### config.mk
export PLATFORM = sky130hd
export DESIGN_NAME = vctcxo_dac_writer
export DESIGN_NICKNAME = d
export VERILOG_FILES = /design/src/rtl/vctcxo_dac_writer.sv
export SDC_FILE = /design/constraint.sdc
export NUM_CORES = 1
export LEC_CHECK = 0
export BUFFER_PORTS_ARGS = -buffer_cell sky130_fd_sc_hd__buf_2
export CAP_MARGIN = 40
export CORE_MARGIN = 4
export CORE_UTILIZATION = 30
export DETAILED_ROUTE_END_ITERATION = 10
export HOLD_SLACK_MARGIN = 0.03
export MAX_ROUTING_LAYER = met4
export PLACE_DENSITY_LB_ADDON = 0.3
export SLEW_MARGIN = 30
export SYNTH_ARGS = -nofsm -noshare
export SYNTH_HDL_FRONTEND = slang
export SYNTH_SLANG_ARGS = --single-unit
### constraint.sdc
create_clock -name i_clk -period 3.1 [get_ports i_clk]
set_clock_uncertainty 0.05 [all_clocks]
set_input_delay 0.62 -clock i_clk [delete_from_list [all_inputs] [get_ports i_clk]]
set_output_delay 0.62 -clock i_clk [all_outputs]
set_load 0.01 [all_outputs]
### src/rtl/vctcxo_dac_writer.sv
// vctcxo_dac_writer
// Serialises the 16-bit VCTCXO tuning word from the PPS discipline loop into
// 24-bit AD5662 SPI frames ({6'b0, PD=2'b00, code[15:0]}, MSB first).
// Requests arriving mid-frame coalesce into one follow-on frame that carries
// the newest dac_code. The first frame after reset always writes RESET_CODE.
// Optional feature: define DAC_SLEW_LIMIT_EN to limit each frame's code step
// to +/-MAX_STEP; the writer then keeps stepping until it reaches the target.
module vctcxo_dac_writer #(
    parameter int          CLK_DIV    = 4,
    parameter int          MIN_GAP    = 16,
    parameter logic [15:0] RESET_CODE = 16'h7FFF,
    parameter int          MAX_STEP   = 64
) (
    input  logic        i_clk,
    input  logic        i_rst_n,
    input  logic [15:0] i_dac_code,
    input  logic        i_dac_load,
    input  logic        i_auto_en,
    output logic        o_sclk,
    output logic        o_mosi,
    output logic        o_sync_n,
    output logic        o_busy,
    output logic [15:0] o_last_code
);

    localparam int                CNT_MAX   = (CLK_DIV > MIN_GAP) ? CLK_DIV : MIN_GAP;
    localparam int                CNT_W     = $clog2(CNT_MAX + 1);
    localparam logic [CNT_W-1:0]  DIV_LAST  = CNT_W'(CLK_DIV - 1);
    localparam logic [CNT_W-1:0]  GAP_LAST  = CNT_W'(MIN_GAP - 1);
    // 48 sclk transitions per frame; the last one (index 47) is the 24th rise
    localparam logic [5:0]        LAST_EDGE = 6'd47;
    localparam logic signed [16:0] STEP_MAX = 17'(MAX_STEP);
    localparam logic signed [16:0] STEP_MIN = -STEP_MAX;

    typedef enum logic [1:0] {
        S_IDLE,
        S_LOAD,
        S_SHIFT,
        S_GAP
    } state_t;

    state_t            r_state;
    state_t            w_state_nxt;
    logic [CNT_W-1:0]  r_cnt;
    logic [5:0]        r_edge;
    logic              r_sclk;
    logic              r_mosi;
    logic              r_sync_n;
    logic              r_pending;
    logic              r_por;
    logic [15:0]       r_target;
    logic [15:0]       r_last_code;
    logic [15:0]       r_send;
    logic [22:0]       r_shreg;

    logic              w_new_req;
    logic              w_req;
    logic              w_div_done;
    logic              w_rise;
    logic              w_frame_end;
    logic              w_gap_done;
    logic [15:0]       w_send;
    logic [23:0]       w_frame;

    // Saturate a signed code difference to the permitted per-frame step.
    function automatic logic signed [16:0] sat_step(input logic signed [16:0] d);
        if (d > STEP_MAX) return STEP_MAX;
        if (d < STEP_MIN) return STEP_MIN;
        return d;
    endfunction

    // A strobe and an auto request in the same cycle are one request.
    assign w_new_req   = i_dac_load | (i_auto_en & (i_dac_code != r_target));
    assign w_req       = w_new_req | r_pending;
    assign w_div_done  = (r_state == S_SHIFT) && (r_cnt == DIV_LAST);
    assign w_rise      = w_div_done & ~r_sclk;
    assign w_frame_end = w_rise && (r_edge == LAST_EDGE);
    assign w_gap_done  = (r_state == S_GAP) && (r_cnt == GAP_LAST);

`ifdef DAC_SLEW_LIMIT_EN
    logic signed [16:0] w_diff;
    logic signed [16:0] w_step;
    // Clamped step never overshoots target, so the sum stays in 0..65535.
    assign w_diff = $signed({1'b0, r_target}) - $signed({1'b0, r_last_code});
    assign w_step = sat_step(w_diff);
    assign w_send = r_por ? r_target : 16'($signed({1'b0, r_last_code}) + w_step);
`else
    assign w_send = r_target;
`endif

    assign w_frame = {6'b000000, 2'b00, w_send};

    // State register.
    always_ff @(posedge i_clk or negedge i_rst_n) begin
        if (!i_rst_n) begin
            r_state <= S_IDLE;
        end else begin
            r_state <= w_state_nxt;
        end
    end

    // Next-state decode: one LOAD cycle, 48 half-periods of SHIFT, then GAP.
    always_comb begin
        w_state_nxt = r_state;
        case (r_state)
            S_IDLE:  if (w_req) w_state_nxt = S_LOAD;
            S_LOAD:  w_state_nxt = S_SHIFT;
            S_SHIFT: if (w_frame_end) w_state_nxt = S_GAP;
            S_GAP:   if (w_gap_done) w_state_nxt = S_IDLE;
            default: w_state_nxt = S_IDLE;
        endcase
    end

    // Frame timing, SPI pins, request bookkeeping and last-written code.
    always_ff @(posedge i_clk or negedge i_rst_n) begin
        if (!i_rst_n) begin
            r_cnt       <= '0;
            r_edge      <= '0;
            r_sclk      <= 1'b1;
            r_mosi      <= 1'b0;
            r_sync_n    <= 1'b1;
            r_pending   <= 1'b1;
            r_por       <= 1'b1;
            r_target    <= RESET_CODE;
            r_last_code <= RESET_CODE;
        end else begin
            if ((r_state == S_SHIFT) || (r_state == S_GAP)) begin
                if (w_div_done || w_gap_done) r_cnt <= '0;
                else                          r_cnt <= r_cnt + 1'b1;
            end else begin
                r_cnt <= '0;
            end

            if (r_state == S_LOAD)  r_edge <= '0;
            else if (w_div_done)    r_edge <= r_edge + 1'b1;

            if (w_div_done) r_sclk <= ~r_sclk;

            // mosi moves only when sclk rises, so it is stable at every fall
            if (r_state == S_LOAD) begin
                r_sync_n <= 1'b0;
                r_mosi   <= w_frame[23];
            end else if (w_frame_end) begin
                r_sync_n    <= 1'b1;
                r_mosi      <= 1'b0;
                r_last_code <= r_send;
            end else if (w_rise) begin
                r_mosi <= r_shreg[22];
            end

            if (r_state == S_IDLE) begin
                if (w_req) r_pending <= 1'b0;
            end else if (w_new_req) begin
                r_pending <= 1'b1;
`ifdef DAC_SLEW_LIMIT_EN
            end else if (w_frame_end && (r_send != r_target)) begin
                r_pending <= 1'b1;
`endif
            end

            // The power-on frame keeps RESET_CODE as its target
            if ((r_state == S_IDLE) && w_req && !r_por) r_target <= i_dac_code;

            if (r_state == S_LOAD) r_por <= 1'b0;
        end
    end

    // Frame data: code being sent and the remaining bits to shift out.
    always_ff @(posedge i_clk) begin
        if (r_state == S_LOAD) begin
            r_send  <= w_send;
            r_shreg <= w_frame[22:0];
        end else if (w_rise) begin
            r_shreg <= {r_shreg[21:0], 1'b0};
        end
    end

    assign o_sclk      = r_sclk;
    assign o_mosi      = r_mosi;
    assign o_sync_n    = r_sync_n;
    assign o_busy      = (r_state != S_IDLE);
    assign o_last_code = r_last_code;

endmodule

* Yosys cells after proc, flatten, opt, wreduce, memory -nomap -nowiden *
Index checks and enable logic that the tools add are counted.

word-level totals
  output and inout port bits = 20
  register bits after elaboration = 89
  logic and storage cells = 67
  bits of input ports = 20

cells by class
  equality and inequality tests = 10
  reduce and logical (&&, ||, !) cells = 18
  bitwise operators = 6
  add/subtract/negate cells = 2
  mux-type cells = 18

operators with widths
  kind                                                 count
  two-way mux 16 bit                                   2
  != test 16 bit                                       1
  two-way mux 6 bit                                    2
  two-way mux 5 bit                                    2
  nonzero test 2 bit                                   5
  two-way mux 1 bit                                    8
  one-hot mux 2 bit (4 select lines)                   1
  adder 6 x 1 -> 6 bit, second input constant          1
  equality test 6 bit, second input constant           1
  two-way mux 2 bit                                    3
  != test 2 bit, second input constant                 3
  adder 5 x 1 -> 5 bit, second input constant          1
  equality test 5 x 2 -> 1 bit, second input constant  1
  equality test 5 x 4 -> 1 bit, second input constant  1
  logical AND 1 bit                                    5
  equality test 2 bit, second input constant           2
  AND reduction 2 bit                                  2
  AND reduction 3 bit                                  1
  nonzero test 3 bit                                   1
  bitwise AND 1 bit                                    2
  equality test 2 x 1 -> 1 bit, second input constant  1
  zero test 2 bit                                      1
  logical OR 1 bit                                     2
  NOT 1 bit                                            2
  2 further kinds                                      3

* Depth between registers and ports, before layout *
Gate-level depths: netlist of run 1.

  word-level depth = 6
  mapped depth = 7
  mapped depth without buffers = 6

* Worst setup path before layout of run 1 *
Ideal clock, no wire load.

  kind = reg2reg
  start = register r_state[1]
  end = register r_shreg[0] (enable)
  setup time = 375 ps
  cell stages (with the launch flop) = 6
  data required time = 2,675 ps
  path buffers = 2
  clock period less this slack = 2,531 ps
  path slack = 569 ps
  arrival time = 2,106 ps
  cell sequence = dfrtp_1 -> inv_1 -> ha_1 -> clkbuf_1 -> clkbuf_1 -> nand2b_1

on the way
  longest elaborated chain between the ends = 4
  elaborated cells on any way between the ends = 5
  classes of those cells = eq/ne: 2; bitwise: 1; reduce/logical: 2

ends and longest elaborated chain
  element                                  RTL line  source
  from (decl)                              42        state_t r_state;
  from (signal assigned)                   98        r_state <= w_state_nxt;
  equality test 2 bit                      75        assign w_div_done = (r_state == S_SHIFT) && (r_cnt == DIV_LAST);
  logical AND 1 bit                        75
  bitwise AND 1 bit                        76        assign w_rise = w_div_done & ~r_sclk;
  nonzero test 2 bit (no source line) (*)  n/a
  to (signal assigned)                     172       r_shreg <= w_frame[22:0];
  to (signal assigned)                     174       r_shreg <= {r_shreg[21:0], 1'b0};
  to (decl)                                54        logic [22:0] r_shreg;

Every way passes the cells marked *; elsewhere a longest branch is shown, timed or not.
A chain may end at the register's enable or synchronous reset.

* Final worst setup path of run 1 *
  start = register r_cnt[0]
  end = register r_last_code[15] (netlist: o_last_code[15])

on the way
  longest elaborated chain between the ends = 5

ends and longest elaborated chain
  element                               RTL line  source
  from (decl)                           44        logic [CNT_W-1:0] r_cnt;
  from (signal assigned)                129       else r_cnt <= r_cnt + 1'b1;
  equality test 5 x 2 -> 1 bit          75
  logical AND 1 bit                     75
  bitwise AND 1 bit                     76
  logical AND 1 bit                     77        assign w_frame_end = w_rise && (r_edge == LAST_EDGE);
  AND reduction 2 bit (no source line)  n/a
  to (signal assigned)                  146       r_last_code <= r_send;
  to (decl)                             52        logic [15:0] r_last_code;

No other way between the ends.

==> flow_summary.yaml, run 1 <==
routing:
  drc: 0
  viasPerCell: 4.35
  avgRoutedWirePerCell_um: 14.5
  ant_nets: 0
  initialDrtViolationCount: 87
  drt_first_pass_iters: 4
  routed_wl_um: 6950
  vias: 2080
grt:
  grtUsageTotal: 0.109
  grt_pass1_wl_um: 11800
  grt_max_degree: 34
  grt_antenna_before_repair: 0
  grt-ovfl-total: 0
  grt_pass1_vias: 2213
logic_synthesis:
  synthDominantCellAreaShare: 0.255
  yosys_warnings: 0
  syn_inst: 257
  muxShareOfSynthArea: 0.149
  syn_avg_cell_area_um2: 14.7
  synth_simple_gate_area_frac: 0.0817
  ys_ff_latch: 89
  seq_area_frac_synth: 0.636
  synth_top_family_by_area: "multiplexers"
  synth-edff-count: 32
  synthFlopType: "dfstp_2"
  synth.area.top_cells: "edfxtp_1 (26%), dfstp_2 (24%), mux2_2 (13%)"
  synthDistinctLibCells: 35
  ys_async_sr_fraction: 0.562
  syn_nets: 285
  yosysTopAreaCell: "edfxtp_1"
  synth_xor_area_frac: 0.0535
  synth_fa_ha_area_frac: 0.0266
  synth_compound_area_frac: 0.0352
  syn_area_um2: 3770
critical_path:
  critPathLaunchType: "flip-flop"
  cp_max_fo: 16
  crit_family: "simple AND/OR/NAND/NOR gates"
  crit_type: "reg2reg"
  slowest_stage: "dfrtp_1"
  crit_buf_inv: 1
  worstPathArrival_ns: 2.54
  critPathMaxStageDelay_ns: 0.37
  cp.required_ns: 3.27
  path_cells: "ha_1 -> nor4b_4 -> nand3b_2 -> nor4_4 -> buf_4 -> mux2_2"
  end_kind: "flip-flop"
layout:
  drive_above_1_share: 0.477
  nFillCells: 1170
  multiInputGateArea_um2: 1310
  fin_nets: 333
  final-seq-area_um2: 2390
  area_growth_pct: 18.9
  antennaDiodeCount: 0
pwr:
  pwr_density_cell_nw_per_um2: 517
  p_total_mw: 2.32
  peakVddDrop_v: 0.000195
  leakagePower_nw: 1.79
clocking:
  numCtsBuffers: 9
  htreeDepth: 3
  cts_hold_buffers: 0
  root_buffer: "clkbuf_16"
  cts_sinks: 89
  cts.clk_slew.worst_paths_ns: 0.06
  cts_setup_buffers: 0
  cts_buffer_depth: 2
  cts_tree: "built"
  clkLatencyLatePin_ns: 0.33
  cts-resized-gates: 0
sta:
  relSlewSlack: 0.611
  worstMarginPinSlew_ns: 0.577
  drv_slew: 0
  finalCriticalPeriod_ns: 2.37
  fin_crit_sh: 0.765
  setup_viol_count_final: 0
  fin_tns_setup_ns: 0
  rsz0062_at_grt: "false"
  hold_slack_ns: 0.186
  final_hold_viol_count: 0
  timing.fmax_ghz: 0.422
die:
  die_w_um: 120
  die_height_um: 120
  core_um2: 12200
  start_util: 0.310
  rows: 40
  io_pins: 40
  dieArea_um2: 14400
placed_design:
  place_hpwl_um: 5020
  port_buffers: 39
  place.gp.congestion: 0.714
hold_path:
  hold_path.class: "in2async"
run:
  max_cap_viol_count: 0
outcome:
  status: "finished clean"
metal layers:
metal	part of all wire	global-route usage	wire length (µm)
met1	0.49	0.142	3420
met4	0.019	0.0494	133
met5	0	-	0
met3	0.039	0.0283	273
met2	0.45	0.161	3120
registers in the layout, indices dropped and copies added, names as in the netlist:
signal and count:
r_send 16, r_shreg 23, o_sync_n 1, r_target 16
o_last_code 16, o_mosi 1, r_cnt 5, o_sclk 1
r_state 2, r_pending 1, r_edge 6, r_por 1
synthesized netlist by cell type, drive strengths merged (3+ instances only):
| master | instances |
|---|---|
| buf | 4 |
| nand2 | 22 |
| nand4 | 6 |
| inv | 5 |
| dfrtp | 16 |
| dfstp | 34 |
| xnor2 | 18 |
| mux2 | 48 |
| ha | 8 |
| clkbuf | 5 |
| xor2 | 5 |
| a21oi | 10 |
| nor2 | 16 |
| edfxtp | 32 |
| dfxtp | 7 |
| nor2b | 3 |
final cells by class:
class / instances / area share
clock buffer: 9 / 0.0503
sequential: 89 / 0.534
clock inverter: 7 / 0.0101
timing repair buffer: 46 / 0.0626
multi-input combinational: 154 / 0.292
inverter: 5 / 0.00419
tap: 168 / 0.0469
kinds of logic (layout without fill, tap and decap cells):
logic type | count (synthesis) | count (layout)
mux | 49 | 49
buf+inv | 14 | 67
flops | 89 | 89
xor+xnor | 23 | 23
compound gates | 16 | 16
simple gates | 58 | 58
fa+ha+maj | 8 | 8
power breakdown:
group          switching, mW  total [mW]  internal [mW]  leakage, nW
clock                  0.439       0.979          0.540        0.129
combinational         0.0391      0.0803         0.0412        0.753
sequential            0.0186        1.26           1.24        0.907
total                  0.497        2.32           1.82         1.79
worst paths after layout:
path / from / to / slack [ns] / depth (start not counted)
min: i_rst_n / r_edge[0]$_DFFE_PN0P_ / 0.19 / 1
max reg2reg: r_cnt[0]$_DFF_PN0_ / o_last_code[15]$_DFFE_PN0P_ / 0.73 / 6
max: r_cnt[0]$_DFF_PN0_ / o_last_code[15]$_DFFE_PN0P_ / 0.73 / 6
max in group asynchronous: i_rst_n / o_last_code[12]$_DFFE_PN1P_ / 2.10 / 3
min in group i_clk: r_shreg[20]$_SDFFE_PP0P_ / r_shreg[21]$_SDFFE_PP0P_ / 0.40 / 2
min reg2reg: r_shreg[20]$_SDFFE_PP0P_ / r_shreg[21]$_SDFFE_PP0P_ / 0.40 / 2
layout by cell type, fill, tap and decap left out, drive strengths merged, types with 2 or more instances in the layout:
| cell | count |
|---|---|
| a21oi | 10 |
| ha | 8 |
| mux2 | 48 |
| inv | 6 |
| dfrtp | 16 |
| xnor2 | 18 |
| edfxtp | 32 |
| nand4 | 6 |
| nor2 | 16 |
| nor2b | 3 |
| and3 | 2 |
| and2 | 2 |
| buf | 46 |
| nand3b | 2 |
| clkbuf | 9 |
| xor2 | 5 |
| nand2 | 22 |
| dfstp | 34 |
| clkinv | 5 |
| dfxtp | 7 |
per-stage QoR:
stage	util	cell area (µm²)	instances	setup slack (ns)
2_1_floorplan	-	3770	257	0.569
3_5_place_dp	0.346	4210	462	0.715
6_report	0.368	4480	478	0.728
4_1_cts	0.368	4480	478	0.715
5_1_grt	0.368	4480	478	0.508
3_3_place_gp	0.343	4180	460	0.532
(Power assumes the default switching activity.)
==> inputs of run 2 (changes only) <==
==> constraint.sdc (replaced) <==
create_clock -name i_clk -period 2 [get_ports i_clk]
set_clock_uncertainty 0.05 [all_clocks]
set_input_delay 0.4 -clock i_clk [delete_from_list [all_inputs] [get_ports i_clk]]
set_output_delay 0.4 -clock i_clk [all_outputs]
set_load 0.01 [all_outputs]
==> flow_summary.yaml, run 2 (same netlist as run 1, synthesis figures left out) <==
outcome:
  status: "finished with violations"
  violations: "setup timing"
grt:
  grt_pass1_vias: 2336
  grt_pass1_wl_um: 12000
  grt_antenna_before_repair: 1
  grt_max_degree: 35
  grtUsageTotal: 0.111
  grt-ovfl-total: 0
sta:
  drv_slew: 0
  setup_slack_ns: -0.0737
  worstMarginPinSlew_ns: 0.504
  setup_viol_count_final: 17
  final_hold_viol_count: 0
  fin_crit_sh: 1.04
  finalCriticalPeriod_ns: 2.07
  rsz0062_at_grt: "true"
  relSlewSlack: 0.664
  timing.fmax_ghz: 0.482
die:
  rows: 40
  start_util: 0.310
  die_w_um: 120
  core_um2: 12200
  io_pins: 40
  die_height_um: 120
  dieArea_um2: 14400
routing:
  drc: 0
  initialDrtViolationCount: 80
  ant_nets: 0
  drt_first_pass_iters: 4
  routed_wl_um: 7230
  viasPerCell: 4.25
  vias: 2177
  avgRoutedWirePerCell_um: 14.1
run:
  max_cap_viol_count: 0
placed_design:
  place.gp.congestion: 0.740
  place_hpwl_um: 5120
  place_inst: 490
  place_ws_ns: -0.201
  port_buffers: 39
clocking:
  cts_buffer_depth: 2
  cts.clk_slew.worst_paths_ns: 0.07
  cts_sinks: 89
  cts_tree: "built"
  root_buffer: "clkbuf_16"
  htreeDepth: 3
  numCtsBuffers: 9
  clkLatencyLatePin_ns: 0.34
critical_path:
  critPathLaunchType: "flip-flop"
  crit_buf_inv: 2
  worstPathArrival_ns: 2.25
  crit_type: "reg2reg"
  cp.required_ns: 2.18
  slowest_stage: "dfstp_2"
  crit_family: "flip-flops"
  end_kind: "flip-flop"
  path_cells: "xnor2_2 -> nand4_1 -> o41ai_4 -> buf_4 -> a211oi_4 -> buf_6 -> mux2_2"
  critPathMaxStageDelay_ns: 0.55
  rrSetupSlack_ns: -0.07
  cp_max_fo: 5
pwr:
  swShare: 0.209
  p_total_mw: 3.94
  leakagePower_nw: 1.99
  p_switching_mw: 0.826
  peakVddDrop_v: 0.000373
  pwr-share-clk: 0.465
  p_comb_frac: 0.044
  p_seq_frac: 0.491
  p_int_mw: 3.12
  pwr_density_cell_nw_per_um2: 814
layout:
  drive_above_1_share: 0.542
  largest_register_ffs: 23
  fin_nets: 366
  top_register: "r_shreg"
  area_growth_pct: 28.7
  fin_cells: 512
  final_cell_mix: "mux2_2 (44), buf_2 (39), buf_4 (34), dfstp_2 (34), edfxtp_1 (32)"
  final_common_cell: "mux2_2"
  nFillCells: 1122
hold_path:
  hold_path.class: "in2reg"
## run 2: cell count changes in the layout (fill, tap and decap cells not counted), sizes merged
cell | before | now
buf | 46 | 78
bufinv | 0 | 2
clkinv | 5 | 1
diode | 0 | 1
dlygate4sd3 | 0 | 1
inv | 6 | 8
## run 2: power by group through the flow
stage               Clock [mW]  Sequential (mW)  Combinational, mW
floorplan                    0             1.97             0.0605
global placement             0             1.97              0.167
detailed placement           0             1.97              0.169
CTS                       1.89             1.94              0.173
global route              1.96             1.94              0.190
finish                    1.83             1.94              0.172
## run 2: worst paths after layout
path | startpoint | to | cells past startpoint
worst max-delay path | r_target[5]$_DFFE_PN1P_ | r_target[15]$_DFFE_PN0P_ | 7
worst min-delay path | i_dac_code[13] | r_target[13]$_DFFE_PN1P_ | 2
worst max register to register | r_target[5]$_DFFE_PN1P_ | r_target[15]$_DFFE_PN0P_ | 7
worst min register to register | r_shreg[20]$_SDFFE_PP0P_ | r_shreg[21]$_SDFFE_PP0P_ | 2
max in group asynchronous | i_rst_n | o_sclk$_DFFE_PN1P_ | 3
min in group asynchronous | i_rst_n | o_last_code[15]$_DFFE_PN0P_ | 2
## run 2: repair_timing
| action | 4_1_cts | 5_1_grt |
|---|---|---|
| hold buffers | 1 | 0 |
| pin swaps | 6 | 3 |
| hold endpoints to repair | 1 | 0 |
| buffers inserted | 3 | 0 |
| setup endpoints to repair | 12 | 19 |
| gates cloned | 1 | 0 |
| resized for setup | 4 | 2 |
## run 2: routing by layer
layer | vias up | routed length, µm | global-route usage
li1 | 1069 | - | -
met1 | 1067 | 3340 | 0.138
met2 | 29 | 3500 | 0.170
met3 | 12 | 233 | 0.0269
met4 | 0 | 155 | 0.0558
met5 | - | 0 | -
## run 2: per-stage QoR
| step | utilization | hold WS, ns | setup TNS (ns) | cell area, µm² |
|---|---|---|---|---|
| after global routing | 0.399 | 0.253 | -1.76 | 4850 |
| after global placement | 0.365 | 0.349 | -4.77 | 4440 |
| after CTS | 0.397 | 0.255 | -0.474 | 4830 |
| after detailed placement | 0.366 | 0.358 | -1.77 | 4450 |
| after floorplan | - | 0.0544 | 0 | 3810 |
| final | 0.399 | 0.267 | -0.827 | 4850 |
## run 2: area by class of cell
cell class / instances / area, µm² / share of cell area
flip-flops and latches: 89 / 2390 / 0.494
multi-input cells: 154 / 1360 / 0.280
inverters: 5 / 18.8 / 0.00387
clock buffers: 9 / 225 / 0.0465
diodes: 1 / 2.50 / 0.000516
repair buffers: 79 / 543 / 0.112
well taps: 168 / 210 / 0.0434
clock inverters: 7 / 97.6 / 0.0201
